[src/rtl/vga_obj_pkg.sv]
// vga_obj_pkg: shared VGA defaults, colour constants and bounce direction encoding
package vga_obj_pkg;
    localparam int H_RES_DEF = 640;
    localparam int V_RES_DEF = 480;
    localparam logic [11:0] WHITE = 12'hFFF;
    // bit 1 = moving up, bit 0 = moving left
    typedef enum logic [1:0] {DR = 2'd0, DL = 2'd1, UR = 2'd2, UL = 2'd3} dir_t;
endpackage

[src/rtl/tick_gen.sv]
// tick_gen: free-running prescaler emitting a one-cycle tick every DIV clocks
module tick_gen #(
    parameter int DIV = 262144
) (
    input  logic clk,
    input  logic rst_n,
    output logic tick
);
    localparam int CW = $clog2(DIV);
    logic [CW-1:0] cnt;
    assign tick = cnt == CW'(DIV - 1);
    // count 0..DIV-1 and wrap
    always_ff @(posedge clk or negedge rst_n) begin
        if (!rst_n) cnt <= '0;
        else        cnt <= tick ? '0 : cnt + 1'b1;
    end
endmodule

[src/rtl/vga_obj_engine.sv]
// vga_obj_engine: border plus one moving rectangle, manual or bouncing, with edge-hit pulse
module vga_obj_engine
    import vga_obj_pkg::*;
#(
    parameter int          H_RES    = H_RES_DEF,
    parameter int          V_RES    = V_RES_DEF,
    parameter int          COORD_W  = 10,
    parameter int          OBJ_W    = 30,
    parameter int          OBJ_H    = 30,
    parameter int          BORDER   = 10,
    parameter int          STEP     = 1,
    parameter int          TICK_DIV = 262144,
    parameter int          WRAP     = 0,
    parameter logic [11:0] OBJ_RGB  = 12'h0F0
) (
    input  logic               clk,
    input  logic               rst_n,
    input  logic               up_switch,
    input  logic               dn_switch,
    input  logic               left_switch,
    input  logic               right_switch,
    input  logic               auto_mode,
    input  logic [COORD_W-1:0] x,
    input  logic [COORD_W-1:0] y,
    input  logic               blank,
    output logic [3:0]         RED,
    output logic [3:0]         GREEN,
    output logic [3:0]         BLUE,
    output logic [COORD_W-1:0] obj_x,
    output logic [COORD_W-1:0] obj_y,
    output logic               hit
);
    // two guard bits keep candidates from silently wrapping below 0 or above the range
    localparam int SW = COORD_W + 2;
    localparam logic signed [SW-1:0] LO   = SW'(BORDER);
    localparam logic signed [SW-1:0] HI_X = SW'(H_RES - BORDER - OBJ_W);
    localparam logic signed [SW-1:0] HI_Y = SW'(V_RES - BORDER - OBJ_H);
    localparam logic signed [SW-1:0] STP  = SW'(STEP);
    localparam logic [COORD_W-1:0] X0  = COORD_W'((H_RES - OBJ_W) / 2);
    localparam logic [COORD_W-1:0] Y0  = COORD_W'((V_RES - OBJ_H) / 2);
    localparam logic [COORD_W-1:0] BL  = COORD_W'(BORDER);
    localparam logic [COORD_W-1:0] BHX = COORD_W'(H_RES - BORDER);
    localparam logic [COORD_W-1:0] BHY = COORD_W'(V_RES - BORDER);
    localparam logic [COORD_W:0]   OW  = (COORD_W + 1)'(OBJ_W);
    localparam logic [COORD_W:0]   OH  = (COORD_W + 1)'(OBJ_H);

    logic tick;
    dir_t state, state_nx;
    logic signed [SW-1:0] px, py, dx, dy;
    logic [COORD_W-1:0] nx, ny;
    logic hx, hy, border, in_obj;
    logic [11:0] rgb;

    tick_gen #(.DIV(TICK_DIV)) u_tick (.clk(clk), .rst_n(rst_n), .tick(tick));

    // manual axis: clamp or wrap a candidate; MSB of result flags an edge hit
    function automatic logic [COORD_W:0] man_axis(input logic signed [SW-1:0] c, input logic signed [SW-1:0] hi);
        if (c < LO) return {1'b1, (WRAP != 0) ? hi[COORD_W-1:0] : LO[COORD_W-1:0]};
        if (c > hi) return {1'b1, (WRAP != 0) ? LO[COORD_W-1:0] : hi[COORD_W-1:0]};
        return {1'b0, c[COORD_W-1:0]};
    endfunction

    // bounce axis: step in the current direction, stop on the limit; MSB flags hit and flip
    function automatic logic [COORD_W:0] bnc_axis(input logic signed [SW-1:0] p, input logic neg, input logic signed [SW-1:0] hi);
        logic signed [SW-1:0] c;
        c = neg ? p - STP : p + STP;
        if (neg ? c <= LO : c >= hi) return {1'b1, neg ? LO[COORD_W-1:0] : hi[COORD_W-1:0]};
        return {1'b0, c[COORD_W-1:0]};
    endfunction

    // next position, hit flags and next bounce direction
    always_comb begin
        px = {2'b00, obj_x};
        py = {2'b00, obj_y};
        dx = (right_switch & ~left_switch) ? STP : (left_switch & ~right_switch) ? -STP : '0;
        dy = (dn_switch & ~up_switch) ? STP : (up_switch & ~dn_switch) ? -STP : '0;
        {hx, nx} = auto_mode ? bnc_axis(px, state[0], HI_X) : man_axis(px + dx, HI_X);
        {hy, ny} = auto_mode ? bnc_axis(py, state[1], HI_Y) : man_axis(py + dy, HI_Y);
        state_nx = auto_mode ? dir_t'(state ^ {hy, hx}) : state;
    end

    // position, direction and hit registers advance only on tick
    always_ff @(posedge clk or negedge rst_n) begin
        if (!rst_n) begin
            obj_x <= X0;
            obj_y <= Y0;
            state <= DR;
            hit   <= 1'b0;
        end else begin
            hit <= tick & (hx | hy);
            if (tick) begin
                obj_x <= nx;
                obj_y <= ny;
                state <= state_nx;
            end
        end
    end

    assign border = x < BL || x >= BHX || y < BL || y >= BHY;
    assign in_obj = x >= obj_x && {1'b0, x} < {1'b0, obj_x} + OW &&
                    y >= obj_y && {1'b0, y} < {1'b0, obj_y} + OH;

    // registered colour mux: blank, then border, then object
    always_ff @(posedge clk or negedge rst_n) begin
        if (!rst_n) rgb <= '0;
        else        rgb <= blank ? '0 : border ? WHITE : in_obj ? OBJ_RGB : '0;
    end

    assign RED   = rgb[11:8];
    assign GREEN = rgb[7:4];
    assign BLUE  = rgb[3:0];
endmodule

[config.mk]
export PLATFORM = sky130hd
export DESIGN_NAME = vga_obj_engine
export DESIGN_NICKNAME = d
export VERILOG_FILES = /design/src/rtl/vga_obj_pkg.sv /design/src/rtl/tick_gen.sv /design/src/rtl/vga_obj_engine.sv
export SDC_FILE = /design/constraint.sdc
export NUM_CORES = 1
export LEC_CHECK = 0
export CAP_MARGIN = 20
export CORE_ASPECT_RATIO = 0.75
export CORE_MARGIN = 3
export CORE_UTILIZATION = 60
export CTS_CLUSTER_DIAMETER = 100
export CTS_CLUSTER_SIZE = 25
export DETAILED_ROUTE_END_ITERATION = 12
export PLACE_DENSITY = 0.95
export SYNTH_ARGS = -nofsm -noshare
export SYNTH_HDL_FRONTEND = slang
export SYNTH_HIERARCHICAL = 1
export SYNTH_SLANG_ARGS = --single-unit
[constraint.sdc]
create_clock -name clk -period 6.4 [get_ports clk]
set_input_delay 1.28 -clock clk [delete_from_list [all_inputs] [get_ports clk]]
set_output_delay 1.28 -clock clk [all_outputs]
set_load 0.05 [all_outputs]
==> flow_summary_export.csv, run 1 <==
group,metric,value,unit
pwr,vdd.ir_drop.worst,0.09471,mV
pwr,pwr-share-seq,38.2,%
timing,fin_skew,6.269,ps
setup_path,crit_required,6540,ps
timing,fmax,209.8,MHz
clock_tree,cts_buffers,5,
setup_path,r2r-start,"obj_y[2]$_DFFE_PN0P_",
grt,antenna_found_initial,0,
synth,synth_warnings,6,
synth,seq_area_frac_synth,18.55,%
placement,postPlaceCellArea,0.006364,mm2
final_layout,drive_gt1_share,5.737,%
setup_path,crit_arrival,4910,ps
routing,num_vias,6211,
clock_tree,clock_path_buffers,2,
synth,synth_flop_cell,"dfrtp_1",
routing,final_antenna_net_count,0,
synth,yosys.cell_count.top_type,"nor2_1",
setup_path,path_delay_family,"compound AO/OA/AOI/OAI gates",
run_status,status,"complete, no violations",
routing,drcViolationCount,0,
final_layout,final_core_util,70.46,%
timing,fin_ws,1633,ps
setup_path,criticalPathCategory,"in2reg",
pwr,powerDensity,115.9,mW/mm2
synth,synthTopCellsByCount,"nor2_1, ha_1, nand2_1",
timing,slew_viol_final,0,
floorplanning,io_pins,61,
clock_tree,cts_hold_buffers,0,
synth,syn_area,0.005854,mm2
final_layout,syn_to_final_growth,11.58,%
setup_path,cp-startpoint,"dn_switch",
pwr,power_switching,248.4,uW
timing,setup_viol,0,
synth,synth_area_per_cell,7.816,um2
pwr,total_power,757.1,uW
clock_tree,cts_resized,0,
placement,io_buffers,60,
setup_path,cp_max_fo,28,
placement,gp_congestion,0.9928,
clock_tree,post_cts_buffers,0,
hold_path,min_from,"u_tick/cnt[0]$_DFF_PN0_",
floorplanning,rows,30,
timing,rsz0062_at_grt,"false",
floorplanning,die-width,120.1,um
timing,worst_slew_pin_slew,941.9,ps
setup_path,end_kind,"flip-flop",
routing,avgRoutedWirePerCell,20.08,um
synth,ys_ff_latch,43,
clock_tree,htreeDepth,2,
setup_path,critical_path.cell_chain,"clkdlybuf4s50_1 > inv_1 > ha_1 > buf_16 > xor2_1 > ha_1 > a32oi_1 > a22o_1 > o21ai_0 > mux2i_1 > o21ai_0 > a211oi_1 > nor3b_1 > o221ai_1",
synth,synth_top_cell_area_share,14.96,%
clock_tree,root_buffer,"clkbuf_16",
floorplanning,start_util,63.14,%
synth,synthTopCellsByArea,"dfrtp_1, ha_1, xnor2_1",
floorplanning,coreArea,0.009271,mm2
final_layout,stdcell_area,0.006533,mm2
timing,layout_min_cycle_time,4767,ps
setup_path,cpPeakStageDelay,530,ps
synth,synth_nets,834,
setup_path,critPathSlowestCell,"a211oi_1",
grt,grt_usage,31.91,%
grt,grt_overflow,0,
pwr,p_comb_share,29.7,%
synth,yosys.area.top_type,"dfrtp_1",
timing,setup_tns,0,ps
synth,async_reset_ff_share,100.0,%
placement,dp.final_hpwl,13490,um
floorplanning,die_area,0.01099,mm2
pwr,p_leak,0.002631,uW
timing,finalHoldViolations,0,
synth,synth_edf_count,0,
grt,grt_max_degree,44,
routing,dr.pass1.iters,8,
routing,drt_wl_total,17970,um
placement,dp_worst_setup_slack,1156,ps
floorplanning,die_y,91.55,um
setup_path,crit_buf_inv,3,
pwr,p_int,508.7,uW
routing,drt_iter0_drc,716,
grt,grt_pass1_vias,5771,
run,cap_violations,0,
timing,relSlewSlack,37.21,%
final_layout,nets,851,
routing,viasPerCell,6.940,
synth,synth_cell_types,77,
clock_tree,cts.sinks,43,
grt,grt_pass1_wl,28890,um
clock_tree,path_clk_slew,60,ps
clock_tree,clock_latency,280,ps
clock_tree,cts_tree,"built",
final_layout,diodes,0,
pwr,switching_share,32.81,%
synth,syn_inst,749,
hold_path,hold_class,"reg2reg",
pwr,power.share.clock,32.2,%
setup_path,start_kind,"primary input",
timing,min_period_over_period,74.48,%
[flip-flops by register name, summed over array words and instances (netlist names)]
| register | count |
|---|---|
| hit | 1 |
| obj_x | 10 |
| obj_y | 10 |
| rgb | 2 |
| state | 2 |
| u_tick/cnt | 18 |
[routing by layer]
layer	global-route usage (%)	wire length, um	vias to the layer above
met3	7.534	2145	63
met2	48.95	7899	427
met1	45.40	7573	2919
met4	7.245	353	0
li1	-	-	2802
met5	0	0	-
[cell usage in the layout, fill, tap and decap left out, types with 5 or more instances in the layout]
cell type / count
nand2b_1: 10
clkbuf_16: 5
xnor2_1: 52
mux2i_1: 5
a21oi_1: 41
nor4_1: 8
xor2_1: 13
ha_1: 57
o211ai_1: 8
and2_1: 9
inv_1: 34
a221oi_1: 5
a31oi_1: 12
clkdlybuf4s50_1: 59
or2_2: 6
nand4_1: 15
a32oi_1: 10
or3_1: 8
and3_1: 9
nor3_1: 22
nand2_1: 54
o21bai_1: 6
a21o_1: 14
nor2_1: 66
dfrtp_1: 35
a221o_1: 6
nand3_1: 21
dfstp_2: 8
a211oi_1: 11
o21ai_0: 40
o41ai_1: 6
and4b_1: 6
o221ai_1: 6
nor2b_1: 12
[power groups by stage]
stage          Clock, uW  Sequential, uW  Combinational [uW]
6_report             243             289                 225
4_1_cts              248             288                 219
2_1_floorplan          0             294                 149
5_1_grt              262             289                 243
3_5_place_dp           0             293                 217
3_3_place_gp           0             293                 209
[cell families after synthesis]
kind of cell / after synthesis / synth area share, %
compound gates: 210 / 25.54
xor+xnor: 65 / 9.724
fa+ha+maj: 57 / 12.18
buf+inv: 91 / 7.032
flops: 43 / 18.55
mux: 6 / 1.047
simple gates: 277 / 25.92
[path summary, 6_finish.rpt]
check | end | slack, ps | depth (start not counted)
max | hit$_DFF_PN0_ | 1630 | 14
min | u_tick/cnt[0]$_DFF_PN0_ | 490 | 1
max reg2reg | obj_y[3]$_DFFE_PN0P_ | 2540 | 11
min reg2reg | u_tick/cnt[0]$_DFF_PN0_ | 490 | 1
max in group asynchronous | obj_x[7]$_DFFE_PN0P_ | 4670 | 1
min in group asynchronous | u_tick/cnt[6]$_DFF_PN0_ | 1140 | 1
[area by class of cell]
class                   count  area, um2
well taps                 128      160.2
multi-input cells         615       4357
fillers                   747       2739
clock inverters             2      12.51
clock buffers               6      128.9
inverters                  36      135.1
repair buffers             65      653.1
flip-flops and latches     43       1086
[stage by stage]
stage | cells | hold WS, ps
finish | 895 | 486.3
global route | 895 | 524.3
CTS | 894 | 489.1
detailed placement | 886 | 472.0
global placement | 886 | 461.9
floorplan | 749 | 446.8
Power figures use the tool's default switching activity.
==> run 2: changes to the inputs <==
--- a/config.mk
+++ b/config.mk
@@ -8,7 +8,7 @@
 export CAP_MARGIN = 20
 export CORE_ASPECT_RATIO = 0.75
 export CORE_MARGIN = 3
-export CORE_UTILIZATION = 60
+export CORE_UTILIZATION = 59
 export CTS_CLUSTER_DIAMETER = 100
 export CTS_CLUSTER_SIZE = 25
 export DETAILED_ROUTE_END_ITERATION = 12
==> constraint.sdc (replaced) <==
create_clock -name clk -period 4.6 [get_ports clk]
set_input_delay 0.92 -clock clk [delete_from_list [all_inputs] [get_ports clk]]
set_output_delay 0.92 -clock clk [all_outputs]
set_load 0.05 [all_outputs]
==> flow_summary_export.csv, run 2 (synthesis results as in run 1) <==
group,metric,value,unit
final_layout,nets,858,
floorplanning,io_pins,61,
run_status,status,"complete, no violations",
final_layout,layout_commonest_cell,"nor2_1",
floorplanning,die_area,0.01117,mm2
final_layout,drive_gt1_share,6.718,%
floorplanning,coreArea,0.009346,mm2
clock_tree,cts.sinks,43,
routing,drcViolationCount,0,
final_layout,final_core_util,70.54,%
grt,grt_pass1_vias,5667,
clock_tree,root_buffer,"clkbuf_16",
hold_path,hold_class,"reg2reg",
routing,dr.pass1.iters,5,
clock_tree,cts_hold_buffers,0,
setup_path,criticalPathCategory,"in2reg",
placement,io_buffers,60,
timing,slew_viol_final,0,
routing,final_antenna_net_count,0,
timing,setup_viol,0,
final_layout,final_cell_mix,"nor2_1, clkdlybuf4s50_1, ha_1, nand2_1, xnor2_1",
pwr,p_leak,0.002676,uW
pwr,total_power,1138,uW
timing,worst_slew_pin_slew,994.9,ps
clock_tree,clock_latency,290,ps
timing,min_period_over_period,93.11,%
grt,grt_usage,32.25,%
placement,dp.final_hpwl,13530,um
final_layout,top_regs,"u_tick/cnt: 18 flops, obj_x: 10 flops, obj_y: 10 flops",
timing,fmax,233.5,MHz
floorplanning,die-width,121.0,um
placement,postPlaceCellArea,0.006424,mm2
timing,setup_tns,0,ps
routing,viasPerCell,6.786,
timing,relSlewSlack,33.68,%
routing,drt_iter0_drc,703,
grt,grt_pass1_wl,29330,um
setup_path,cp_max_fo,5,
clock_tree,cts_buffers,5,
hold_path,hold_path_depth,1,
final_layout,final_cells,902,
pwr,vdd.ir_drop.worst,0.1988,mV
timing,finalHoldViolations,0,
clock_tree,clock_path_buffers,2,
timing,layout_min_cycle_time,4283,ps
grt,grt_overflow,0,
clock_tree,post_cts_buffers,0,
final_layout,diodes,0,
setup_path,end_kind,"flip-flop",
final_layout,max_flop_register,"u_tick/cnt",
setup_path,crit_arrival,4450,ps
floorplanning,start_util,62.64,%
floorplanning,die_y,92.27,um
setup_path,crit_required,4760,ps
run,cap_violations,0,
grt,antenna_found_initial,0,
final_layout,syn_to_final_growth,12.61,%
pwr,powerDensity,172.6,mW/mm2
clock_tree,cts_tree,"built",
clock_tree,cts_resized,0,
routing,drt_wl_total,18090,um
placement,post-place-cells,894,
setup_path,start_kind,"primary input",
final_layout,largest_register_ffs,18,
routing,num_vias,6121,
clock_tree,path_clk_slew,70,ps
grt,grt_max_degree,44,
setup_path,r2r_cells,11,
floorplanning,rows,30,
final_layout,stdcell_area,0.006593,mm2
clock_tree,htreeDepth,2,
placement,gp_congestion,1.008,
timing,fin_skew,9.322,ps
routing,avgRoutedWirePerCell,20.05,um
timing,rsz0062_at_grt,"false",
[run 2: cell types whose count changed in the layout (fill, tap and decap cells not counted)]
cell	delta
buf_4	+8
buf_16	-1
bufinv_16	+1
clkbuf_1	-1
clkinv_4	+1
clkinvlp_4	-1
[run 2: final timing paths]
path	endpoint	slack [ps]	startpoint
worst max-delay path	hit$_DFF_PN0_	320	dn_switch
worst min-delay path	u_tick/cnt[0]$_DFF_PN0_	490	u_tick/cnt[0]$_DFF_PN0_
worst max register to register	obj_y[3]$_DFFE_PN0P_	700	obj_y[2]$_DFFE_PN0P_
worst min register to register	u_tick/cnt[0]$_DFF_PN0_	490	u_tick/cnt[0]$_DFF_PN0_
max in group asynchronous	obj_x[7]$_DFFE_PN0P_	3190	rst_n
min in group asynchronous	u_tick/cnt[17]$_DFF_PN0_	790	rst_n
[run 2: through the flow]
step / hold WS, ps / worst slack [ps]
2_1_floorplan: 446.8 / 438.9
3_3_place_gp: 466.1 / 172.0
3_5_place_dp: 484.5 / 31.71
4_1_cts: 493.2 / 339.7
5_1_grt: 522.7 / 125.3
6_report: 485.9 / 316.9
[run 2: power breakdown]
part	leakage [uW]	switching, uW	internal [uW]	total, uW
clock	0.0000838	162	256	419
sequential	0.000531	16.4	383	400
combinational	0.00206	193	126	319
[run 2: routing by layer]
layer	track usage, %	vias to the layer above	part of all wire, %
li1	-	2818	-
met1	46.34	2856	42
met2	47.39	416	43
met3	11.16	31	13
met4	4.906	0	1.3
met5	0	-	0
[run 2: worst max-delay path, stage by stage]
cell             delay (ps)
clkdlybuf4s50_1         460
inv_1                    60
ha_1                    270
inv_1                    40
ha_1                    240
and2_1                  190
a221oi_1                430
o21ai_0                 340
mux2i_1                 290
mux2i_1                 280
o21ai_0                 160
a211oi_1                200
buf_4                   190
nor3b_1                 240
o221ai_1                130
[run 2: final cells by class]
cell class	count	area, um2
clock buffers	5	125.1
clock inverters	3	43.79
fillers	738	2754
inverters	36	135.1
multi-input cells	615	4357
flip-flops and latches	43	1086
well taps	128	160.2
repair buffers	72	685.7
==> run 3: changes to the inputs <==
--- a/config.mk
+++ b/config.mk
@@ -9,10 +9,10 @@
 export CORE_ASPECT_RATIO = 0.75
 export CORE_MARGIN = 3
 export CORE_UTILIZATION = 59
-export CTS_CLUSTER_DIAMETER = 100
+export CTS_CLUSTER_DIAMETER = 120
 export CTS_CLUSTER_SIZE = 25
 export DETAILED_ROUTE_END_ITERATION = 12
-export PLACE_DENSITY = 0.95
+export PLACE_DENSITY = 0.83
 export SYNTH_ARGS = -nofsm -noshare
 export SYNTH_HDL_FRONTEND = slang
 export SYNTH_HIERARCHICAL = 1
==> flow_summary_export.csv, run 3 (synthesis results as in run 1) <==
group,metric,value,unit
timing,rsz0062_at_grt,"false",
pwr,p_leak,0.002655,uW
routing,drcViolationCount,0,
pwr,vdd.ir_drop.worst,0.1475,mV
setup_path,critPathSlowestCell,"or4_4",
setup_path,criticalPathCategory,"in2reg",
clock_tree,root_buffer,"clkbuf_16",
grt,grt_max_degree,44,
run_status,status,"complete, no violations",
placement,dp.final_hpwl,13480,um
clock_tree,clock_path_buffers,2,
clock_tree,cts_buffers,5,
setup_path,crit_buf_inv,4,
floorplanning,die_y,92.27,um
placement,post-place-cells,893,
final_layout,final_cells,901,
clock_tree,cts_resized,0,
floorplanning,die_area,0.01117,mm2
timing,fin_skew,6.394,ps
clock_tree,cts.sinks,43,
hold_path,hold_class,"reg2reg",
pwr,powerDensity,164.1,mW/mm2
routing,drt_wl_total,17650,um
routing,avgRoutedWirePerCell,19.59,um
run,cap_violations,0,
placement,gp_congestion,0.9693,
floorplanning,io_pins,61,
setup_path,critical_path.cell_chain,"clkdlybuf4s50_1 > inv_1 > ha_1 > inv_1 > ha_1 > ha_1 > nand2b_1 > or3_1 > a31oi_1 > xnor2_1 > inv_1 > or4_4 > o221ai_4 > nor2_2 > a221o_1",
grt,antenna_found_initial,0,
final_layout,drive_gt1_share,6.598,%
timing,relSlewSlack,35.93,%
clock_tree,clock_latency,280,ps
timing,setup_viol,0,
floorplanning,rows,30,
final_layout,layout_commonest_cell,"nor2_1",
timing,hold_slack,494.9,ps
floorplanning,start_util,62.64,%
floorplanning,coreArea,0.009346,mm2
clock_tree,path_clk_slew,70,ps
timing,fmax,235.5,MHz
timing,finalHoldViolations,0,
placement,io_buffers,60,
routing,drt_iter0_drc,770,
final_layout,final_cell_mix,"nor2_1, clkdlybuf4s50_1, ha_1, nand2_1, xnor2_1",
clock_tree,htreeDepth,2,
final_layout,nets,857,
timing,layout_min_cycle_time,4247,ps
setup_path,crit_arrival,4410,ps
grt,grt_overflow,0,
timing,slew_viol_final,0,
setup_path,start_kind,"primary input",
setup_path,cpPeakStageDelay,550,ps
grt,grt_pass1_vias,5414,
clock_tree,post_cts_buffers,0,
grt,grt_pass1_wl,28190,um
setup_path,crit_required,4760,ps
final_layout,fillerInstances,735,
final_layout,max_flop_register,"u_tick/cnt",
setup_path,path_delay_family,"simple AND/OR/NAND/NOR gates",
timing,worst_slew_pin_slew,961.0,ps
timing,setup_tns,0,ps
floorplanning,die-width,121.0,um
setup_path,end_kind,"flip-flop",
routing,dr.pass1.iters,5,
grt,grt_usage,31.04,%
final_layout,largest_register_ffs,18,
clock_tree,cts_tree,"built",
routing,final_antenna_net_count,0,
clock_tree,cts_hold_buffers,0,
routing,viasPerCell,6.766,
routing,num_vias,6096,
timing,min_period_over_period,92.32,%
final_layout,diodes,0,
setup_path,cp_max_fo,6,
final_layout,syn_to_final_growth,12.14,%
final_layout,top_regs,"u_tick/cnt: 18 flops, obj_x: 10 flops, obj_y: 10 flops",
[run 3: cell count changes in the layout (fill, tap and decap cells not counted), sizes merged]
| cell | delta |
|---|---|
| clkinv | -2 |
| clkinvlp | +2 |
| buf | -1 |
| bufinv | -1 |
| inv | +1 |
[run 3: layer usage]
| metal | vias to the layer above | GRT usage (%) | wire [um] |
|---|---|---|---|
| met5 | - | 0 | 0 |
| li1 | 2829 | - | - |
| met4 | 0 | 4.906 | 180 |
| met3 | 24 | 8.570 | 2349 |
| met1 | 2840 | 47.50 | 7922 |
| met2 | 403 | 43.55 | 7194 |
[run 3: worst reg2reg max path, cell delays in order (launching register included)]
cell and delay, ps:
dfrtp_1 720, inv_1 290, ha_1 260, a21boi_0 580, a32oi_1 350, nor2_1 230
mux2_2 390, nand4_1 130, a2bb2oi_1 130, or2_2 330, or3_1 320, o211a_1 120
[run 3: area by class of cell]
class	count	area (um2)	share of cell area (%)
Timing Repair Buffer	71	678.2	10.33
Clock buffer	5	125.1	1.906
Multi-Input combinational cell	615	4357	66.36
Tap cell	128	160.2	2.439
Sequential cell	43	1086	16.54
Inverter	36	135.1	2.058
Clock inverter	3	23.77	0.3621
[run 3: power by group]
group,total [uW],internal [uW],switching (uW)
sequential,402,383,19.2
clock,359,203,156
combinational,315,126,189
total,1080,713,364
[run 3: worst paths after layout]
path,start,depth (start not counted),end,slack [ps]
hold / removal,u_tick/cnt[14]$_DFF_PN0_,1,u_tick/cnt[14]$_DFF_PN0_,490
hold reg to reg,u_tick/cnt[14]$_DFF_PN0_,1,u_tick/cnt[14]$_DFF_PN0_,490
min in group asynchronous,rst_n,1,state[1]$_DFFE_PN0P_,800
setup / recovery,right_switch,15,obj_x[2]$_DFFE_PN0P_,350
setup reg to reg,obj_y[2]$_DFFE_PN0P_,11,obj_y[3]$_DFFE_PN0P_,630
max in group asynchronous,rst_n,1,obj_x[2]$_DFFE_PN0P_,3220
[run 3: per-stage QoR]
step | total power (uW) | util [%] | area (um2) | setup slack, ps
global placement | 706.9 | 68.65 | 6416 | 198.3
floorplan | 616.7 | - | 5854 | 438.9
global route | 1122 | 70.24 | 6565 | 79.53
finish | 1077 | 70.24 | 6565 | 353.3
detailed placement | 715.8 | 68.65 | 6416 | 90.90
CTS | 1076 | 70.24 | 6565 | 401.3
